File: src/rtl/red_pitaya_dfilt2.sv
// Equalisation filter (BB zero, AA/PP poles, KK gain) with shadowed coefficients.
// Optional saturation counter: define DFILT_SATCNT_EN.
module red_pitaya_dfilt2 #(
    parameter int DW    = 14,
    parameter int AW    = 18,
    parameter int CW    = 25,
    parameter int FLUSH = 4
) (
    input  logic                 adc_clk_i,
    input  logic                 adc_rstn_i,
    input  logic signed [DW-1:0] adc_dat_i,
    output logic signed [DW-1:0] adc_dat_o,
    input  logic signed [AW-1:0] cfg_aa_i,
    input  logic signed [CW-1:0] cfg_bb_i,
    input  logic signed [CW-1:0] cfg_kk_i,
    input  logic signed [CW-1:0] cfg_pp_i,
    input  logic                 cfg_upd_i,
    input  logic                 cfg_flush_i,
    output logic                 cfg_ack_o,
    input  logic                 bypass_i,
    output logic                 sat_o,
    output logic [15:0]          sat_cnt_o,
    input  logic                 sat_clr_i
);

    localparam int FW  = DW + 9;
    localparam int HW  = DW + 1;
    localparam int BW  = CW + DW;
    localparam int PW  = CW + HW;
    localparam int AGW = AW + FW;
    localparam int SW  = BW + 2;

    localparam logic signed [PW-1:0] YMAX = PW'((2**(DW-1)) - 1);
    localparam logic signed [PW-1:0] YMIN = PW'(-(2**(DW-1)));

    localparam logic [1:0] S_IDLE  = 2'd0;
    localparam logic [1:0] S_ARMED = 2'd1;
    localparam logic [1:0] S_APPLY = 2'd2;
    localparam logic [1:0] S_FLUSH = 2'd3;

    logic [1:0]           r_state;
    logic [3:0]           r_fcnt;
    logic                 r_sh_flush;
    logic signed [AW-1:0] r_sh_aa, r_aa;
    logic signed [CW-1:0] r_sh_bb, r_bb;
    logic signed [CW-1:0] r_sh_kk, r_kk;
    logic signed [CW-1:0] r_sh_pp, r_pp;

    logic signed [DW-1:0] r_x0, r_x1, r_x2;
    logic signed [BW-1:0] r_bbx;
    logic signed [FW-1:0] r_f, r_g;
    logic signed [HW-1:0] r_h;
    logic signed [PW-1:0] r_kh;
    logic signed [DW-1:0] r_y, r_y2;
    logic                 r_sat, r_sat2;
    logic signed [DW-1:0] r_dly [0:7];

    logic signed [SW-1:0]  w_fir;
    logic signed [FW-1:0]  w_f;
    logic signed [AGW-1:0] w_aag;
    logic signed [FW-1:0]  w_g_nxt;
    logic signed [PW-1:0]  w_pph;
    logic signed [HW-1:0]  w_h_nxt;
    logic signed [PW-1:0]  w_ks;
    logic                  w_clr;

    assign w_clr     = (r_state == S_FLUSH);
    assign cfg_ack_o = (r_state == S_APPLY);

    assign w_fir   = (SW'(r_x1) <<< 18) + SW'(r_bbx >>> 10)
                   - (SW'(r_x2) <<< 18);
    assign w_f     = FW'(w_fir >>> 10);
    assign w_aag   = AGW'(r_aa) * AGW'(r_g);
    assign w_g_nxt = r_g + r_f - FW'(w_aag >>> 25);
    assign w_pph   = PW'(r_pp) * PW'(r_h);
    assign w_h_nxt = HW'(r_g >>> 8) + HW'(w_pph >>> 16);
    assign w_ks    = r_kh >>> 24;

    // Coefficient handshake: stage into shadow, then swap active set atomically
    always_ff @(posedge adc_clk_i or negedge adc_rstn_i) begin
        if (!adc_rstn_i) begin
            r_state    <= S_IDLE;
            r_fcnt     <= '0;
            r_sh_flush <= 1'b0;
            r_sh_aa    <= '0;
            r_sh_bb    <= '0;
            r_sh_kk    <= '0;
            r_sh_pp    <= '0;
            r_aa       <= '0;
            r_bb       <= '0;
            r_kk       <= '0;
            r_pp       <= '0;
        end else begin
            unique case (r_state)
                S_IDLE: begin
                    if (cfg_upd_i) begin
                        r_sh_aa    <= cfg_aa_i;
                        r_sh_bb    <= cfg_bb_i;
                        r_sh_kk    <= cfg_kk_i;
                        r_sh_pp    <= cfg_pp_i;
                        r_sh_flush <= cfg_flush_i;
                        r_state    <= S_ARMED;
                    end
                end
                S_ARMED: begin
                    r_aa    <= r_sh_aa;
                    r_bb    <= r_sh_bb;
                    r_kk    <= r_sh_kk;
                    r_pp    <= r_sh_pp;
                    r_state <= S_APPLY;
                end
                S_APPLY: begin
                    if (r_sh_flush) begin
                        r_fcnt  <= 4'(FLUSH - 1);
                        r_state <= S_FLUSH;
                    end else begin
                        r_state <= S_IDLE;
                    end
                end
                S_FLUSH: begin
                    if (r_fcnt == 4'd0) begin
                        r_state <= S_IDLE;
                    end else begin
                        r_fcnt <= r_fcnt - 4'd1;
                    end
                end
                default: r_state <= S_IDLE;
            endcase
        end
    end

    // Filter datapath; the two recursive stages keep single-cycle feedback
    always_ff @(posedge adc_clk_i or negedge adc_rstn_i) begin
        if (!adc_rstn_i) begin
            r_x0   <= '0;
            r_x1   <= '0;
            r_x2   <= '0;
            r_bbx  <= '0;
            r_f    <= '0;
            r_g    <= '0;
            r_h    <= '0;
            r_kh   <= '0;
            r_y    <= '0;
            r_y2   <= '0;
            r_sat  <= 1'b0;
            r_sat2 <= 1'b0;
        end else if (w_clr) begin
            r_x0   <= '0;
            r_x1   <= '0;
            r_x2   <= '0;
            r_bbx  <= '0;
            r_f    <= '0;
            r_g    <= '0;
            r_h    <= '0;
            r_kh   <= '0;
            r_y    <= '0;
            r_y2   <= '0;
            r_sat  <= 1'b0;
            r_sat2 <= 1'b0;
        end else begin
            r_x0  <= adc_dat_i;
            r_x1  <= r_x0;
            r_x2  <= r_x1;
            r_bbx <= BW'(r_bb) * BW'(r_x1);
            r_f   <= w_f;
            r_g   <= w_g_nxt;
            r_h   <= w_h_nxt;
            r_kh  <= PW'(r_kk) * PW'(r_h);
            if (w_ks > YMAX) begin
                r_y   <= DW'(YMAX);
                r_sat <= 1'b1;
            end else if (w_ks < YMIN) begin
                r_y   <= DW'(YMIN);
                r_sat <= 1'b1;
            end else begin
                r_y   <= DW'(w_ks);
                r_sat <= 1'b0;
            end
            r_y2   <= r_y;
            r_sat2 <= r_sat;
        end
    end

    // Bypass delay line runs unconditionally so bypass toggles keep timing
    always_ff @(posedge adc_clk_i or negedge adc_rstn_i) begin
        if (!adc_rstn_i) begin
            for (int i = 0; i < 8; i++) r_dly[i] <= '0;
        end else begin
            r_dly[0] <= adc_dat_i;
            for (int i = 1; i < 8; i++) r_dly[i] <= r_dly[i-1];
        end
    end

    // Output stage: bypass select, hold during flush
    always_ff @(posedge adc_clk_i or negedge adc_rstn_i) begin
        if (!adc_rstn_i) begin
            adc_dat_o <= '0;
            sat_o     <= 1'b0;
        end else if (bypass_i) begin
            adc_dat_o <= r_dly[7];
            sat_o     <= 1'b0;
        end else if (w_clr) begin
            sat_o     <= 1'b0;
        end else begin
            adc_dat_o <= r_y2;
            sat_o     <= r_sat2;
        end
    end

`ifdef DFILT_SATCNT_EN
    logic [15:0] r_sat_cnt;

    // Sticky clip counter; clear has priority
    always_ff @(posedge adc_clk_i or negedge adc_rstn_i) begin
        if (!adc_rstn_i) begin
            r_sat_cnt <= '0;
        end else if (sat_clr_i) begin
            r_sat_cnt <= '0;
        end else if (sat_o && (r_sat_cnt != 16'hFFFF)) begin
            r_sat_cnt <= r_sat_cnt + 16'd1;
        end
    end

    assign sat_cnt_o = r_sat_cnt;
`else
    logic w_unused_clr;

    assign w_unused_clr = sat_clr_i;
    assign sat_cnt_o    = '0;
`endif

endmodule
File: config.mk
export PLATFORM = sky130hd
export DESIGN_NAME = red_pitaya_dfilt2
export DESIGN_NICKNAME = d
export VERILOG_FILES = /design/src/rtl/red_pitaya_dfilt2.sv
export SDC_FILE = /design/constraint.sdc
export NUM_CORES = 2
export LEC_CHECK = 0
export ABC_CLOCK_PERIOD_IN_PS = 11120
export BUFFER_PORTS_ARGS = -buffer_cell sky130_fd_sc_hd__buf_2
export CAP_MARGIN = 5
export CORE_UTILIZATION = 27
export CTS_BUF_LIST = sky130_fd_sc_hd__clkbuf_4 sky130_fd_sc_hd__clkbuf_8
export DETAILED_ROUTE_END_ITERATION = 16
export GPL_ROUTABILITY_DRIVEN = 0
export HOLD_SLACK_MARGIN = 0.02
export PLACE_DENSITY = 0.39
export SLEW_MARGIN = 20
export SYNTH_ARGS = -nofsm -noshare
export SYNTH_HDL_FRONTEND = slang
export SYNTH_SLANG_ARGS = --single-unit
File: constraint.sdc
create_clock -name adc_clk_i -period 11.12 [get_ports adc_clk_i]
set_input_delay 1.668 -clock adc_clk_i [delete_from_list [all_inputs] [get_ports adc_clk_i]]
set_output_delay 1.668 -clock adc_clk_i [all_outputs]
set_load 0.05 [all_outputs]
==> flow_summary.ini <==
[final_layout]
mostFrequentLayoutCells = 1,446 x inv_1, 1,395 x fa_1, 993 x nand2_1
layout.nets = 8699
mostFrequentLayoutCell = inv_1
syn_to_final_growth_pct = 10.2
nFillCells = 26100
layout-drive-gt1-share_pct = 9.38

[route]
dr.max_layer_used = met4
drc = 0
wl_met2_mm = 89.7
drtPass1Iterations = 7
wirelength_mm = 185
met1_length_mm = 85.4
vias_per_cell = 4.29
num_vias = 43700
drt-initial-drc-count = 1733
antenna_left = 0
wire_per_inst_um = 18.2
met3WireLength_mm = 5.75

[grt]
grt-ovfl-total = 0
grt_pass1_wl_mm = 298
grt_max_degree = 141
grt_use_total_pct = 15.4
antenna_found_initial = 7
first_global_vias = 50000

[die]
boundaryPins = 145
core_area_mm2 = 0.249
rows = 183
die_x_um = 502
die-height_um = 502
die_area_mm2 = 0.252
initial_utilization_pct = 27.2

[sta]
fmax_mhz = 101
rsz0062_at_grt = no
final.setup.tns_ns = 0
post-route-period-util_pct = 89.1
hold_viol = 0
finalSetupViolCount = 0
worstMarginPinSlew_ns = 0.995
slew_violations = 0
skew_ns = 0.101
slew-limit-headroom_pct = 33.4
period_minus_slack_ns = 9.91

[synthesis]
synthMuxAreaShare_pct = 3.35
synth_xor_area_share_pct = 2.07
yosys.area_share.simple_pct = 13.2
synth_enable_flop_cells = 0
syn_area_mm2 = 0.0676
synth_compound_area_share_pct = 3.74
synth_top_family_by_area = adder cells
ys_warn_count = 0
synth_fa_ha_area_share_pct = 49.3
async_flop_share_pct = 100
synth_area_per_cell_um2 = 10.0
ys.flop_type = dfrtp_1
ys_types = 69
yosysSeqAreaShare_pct = 18.4
synthCells = 6733
ys_ff_latch = 497

[worst_hold_path]
hold_path.class = flip-flop to flip-flop
whs_path_depth = 0

[worst_setup_path]
ff2ff_path_depth = 38
start_kind = flip-flop
max_stage_delay_ns = 0.64
rrSetupSlack_ns = 1.21
crit_arrival_ns = 10.64
cp-endpoint = r_g[22]
end_kind = flip-flop
critical_path.max_fanout = 12
crit_required_ns = 11.85
r2r_start = r_g[7]
startpoint = r_g[7]
worstSetupPathType = flip-flop to flip-flop
cpMaxStageDelayCell = dfrtp_1
crit_path_frequent_cell = fa_1
rr_endpoint = r_g[22]

[clock_network]
ctsLongestPathBuffers = 3
h-tree-depth = 3
cts_setup_buffers = 0
cts_root_buf = clkbuf_8
clk_latency_ns = 0.89
cts.repair.resized = 0
cts_buffers = 99
cts_hold_buf = 0
cts_tree = built
clk_pin_slew_ns = 0.06
cts.sinks = 497

[place]
portBuffers = 127
dp_hpwl_mm = 143

[flow_run]
cap_violations = 0

[status]
status = finished clean
synthesized netlist by cell type (all sizes together) (9+ instances only):
| library cell | instances | area (um2) |
|---|---|---|
| mux2i | 17 | 170 |
| nand4 | 12 | 75.1 |
| a21o | 54 | 405 |
| nor3 | 31 | 155 |
| and3 | 18 | 113 |
| o21ai | 76 | 380 |
| buf | 31 | 176 |
| dfrtp | 497 | 12400 |
| nand2b | 87 | 544 |
| xnor2 | 106 | 928 |
| o211ai | 13 | 97.6 |
| inv | 1446 | 5430 |
| or2 | 9 | 56.3 |
| a211oi | 20 | 155 |
| nor2b | 21 | 131 |
| and2 | 506 | 3170 |
| a21oi | 92 | 464 |
| nand2 | 994 | 3730 |
| o21a | 38 | 285 |
| ha | 431 | 5390 |
| xor2 | 54 | 473 |
| clkbuf | 291 | 1090 |
| nor2 | 166 | 623 |
| a31oi | 14 | 100 |
| nand3 | 24 | 120 |
| fa | 1395 | 27900 |
| mux2 | 186 | 2090 |
| o21bai | 17 | 128 |
| or3 | 10 | 62.6 |
layer usage:
metal	global-route usage, %	up-vias
met5	0	-
met4	3.58	0
met3	1.82	167
met2	26.0	558
met1	21.0	23000
li1	-	19900
registers in the layout, summed over array words and instances (netlist names), 2 cells and up:
name	flops
r_f	23
r_x1	14
r_aa	18
r_state	2
r_y	14
adc_dat_o	14
r_y2	14
r_sh_aa	18
r_kk	25
r_g	23
r_dly	112
r_sh_pp	25
r_bb	25
r_sh_bb	25
r_kh	16
r_fcnt	4
r_x0	14
r_bbx	28
r_h	15
r_sh_kk	25
r_x2	14
r_pp	25
area by class of cell:
type                            instances  area, um2  area share (%)
Timing Repair Buffer                  233       1470            1.97
Multi-Input combinational cell       4482      48500            65.1
Tap cell                             3330       4170            5.59
Antenna cell                            8       20.0          0.0269
Sequential cell                       497      12400            16.7
Clock buffer                          146       1880            2.53
Inverter                             1447       5430            7.29
Clock inverter                         38        564           0.757
logic make-up (layout without fill, tap and decap cells):
family                   count (synthesis)  count (layout)
AND/OR/NAND/NOR                       1899            1899
adder cells (fa/ha/maj)               1826            1826
buffers and inverters                 1769            1864
flip-flops                             497             497
AO/OA/AOI/OAI                          378             378
multiplexers                           203             203
XOR/XNOR                               160             160
other                                    1              24
stage by stage:
step,util (%),worst slack (ns),hold WS [ns],instance area [um2],std cells
6_report,30.0,1.21,0.308,74500,10200
5_1_grt,30.0,0.581,0.324,74500,10200
3_5_place_dp,29.0,1.24,0.335,72100,9989
4_1_cts,30.0,1.24,0.315,74500,10200
2_1_floorplan,-,2.56,0.331,67700,6748
3_3_place_gp,29.0,1.19,0.332,72000,9989
critical path, delay by kind of cell (launching register included):
family	cells	cell delay, ns
AOI/OAI and AO/OA	14	3.19
DFF	1	0.64
xor gates and xnor gates	2	0.34
adders and majority gates	10	4.19
and+or+nand+nor	5	0.70
buffers and inverters	7	0.69
how the worst min path moves through the flow:
stage,slack [ns],endpoint,start
after global placement,0.33,r_dly[34],r_dly[48]
after CTS,0.31,r_dly[43],r_dly[57]
after global routing,0.32,r_dly[43],r_dly[57]
after floorplan,0.33,r_dly[0],r_dly[14]
after detailed placement,0.33,r_dly[17],r_dly[31]
final,0.31,r_dly[43],r_dly[57]
Power is not shown: default switching activity piles up to over one toggle a cycle in this logic, so the estimate is an artifact.
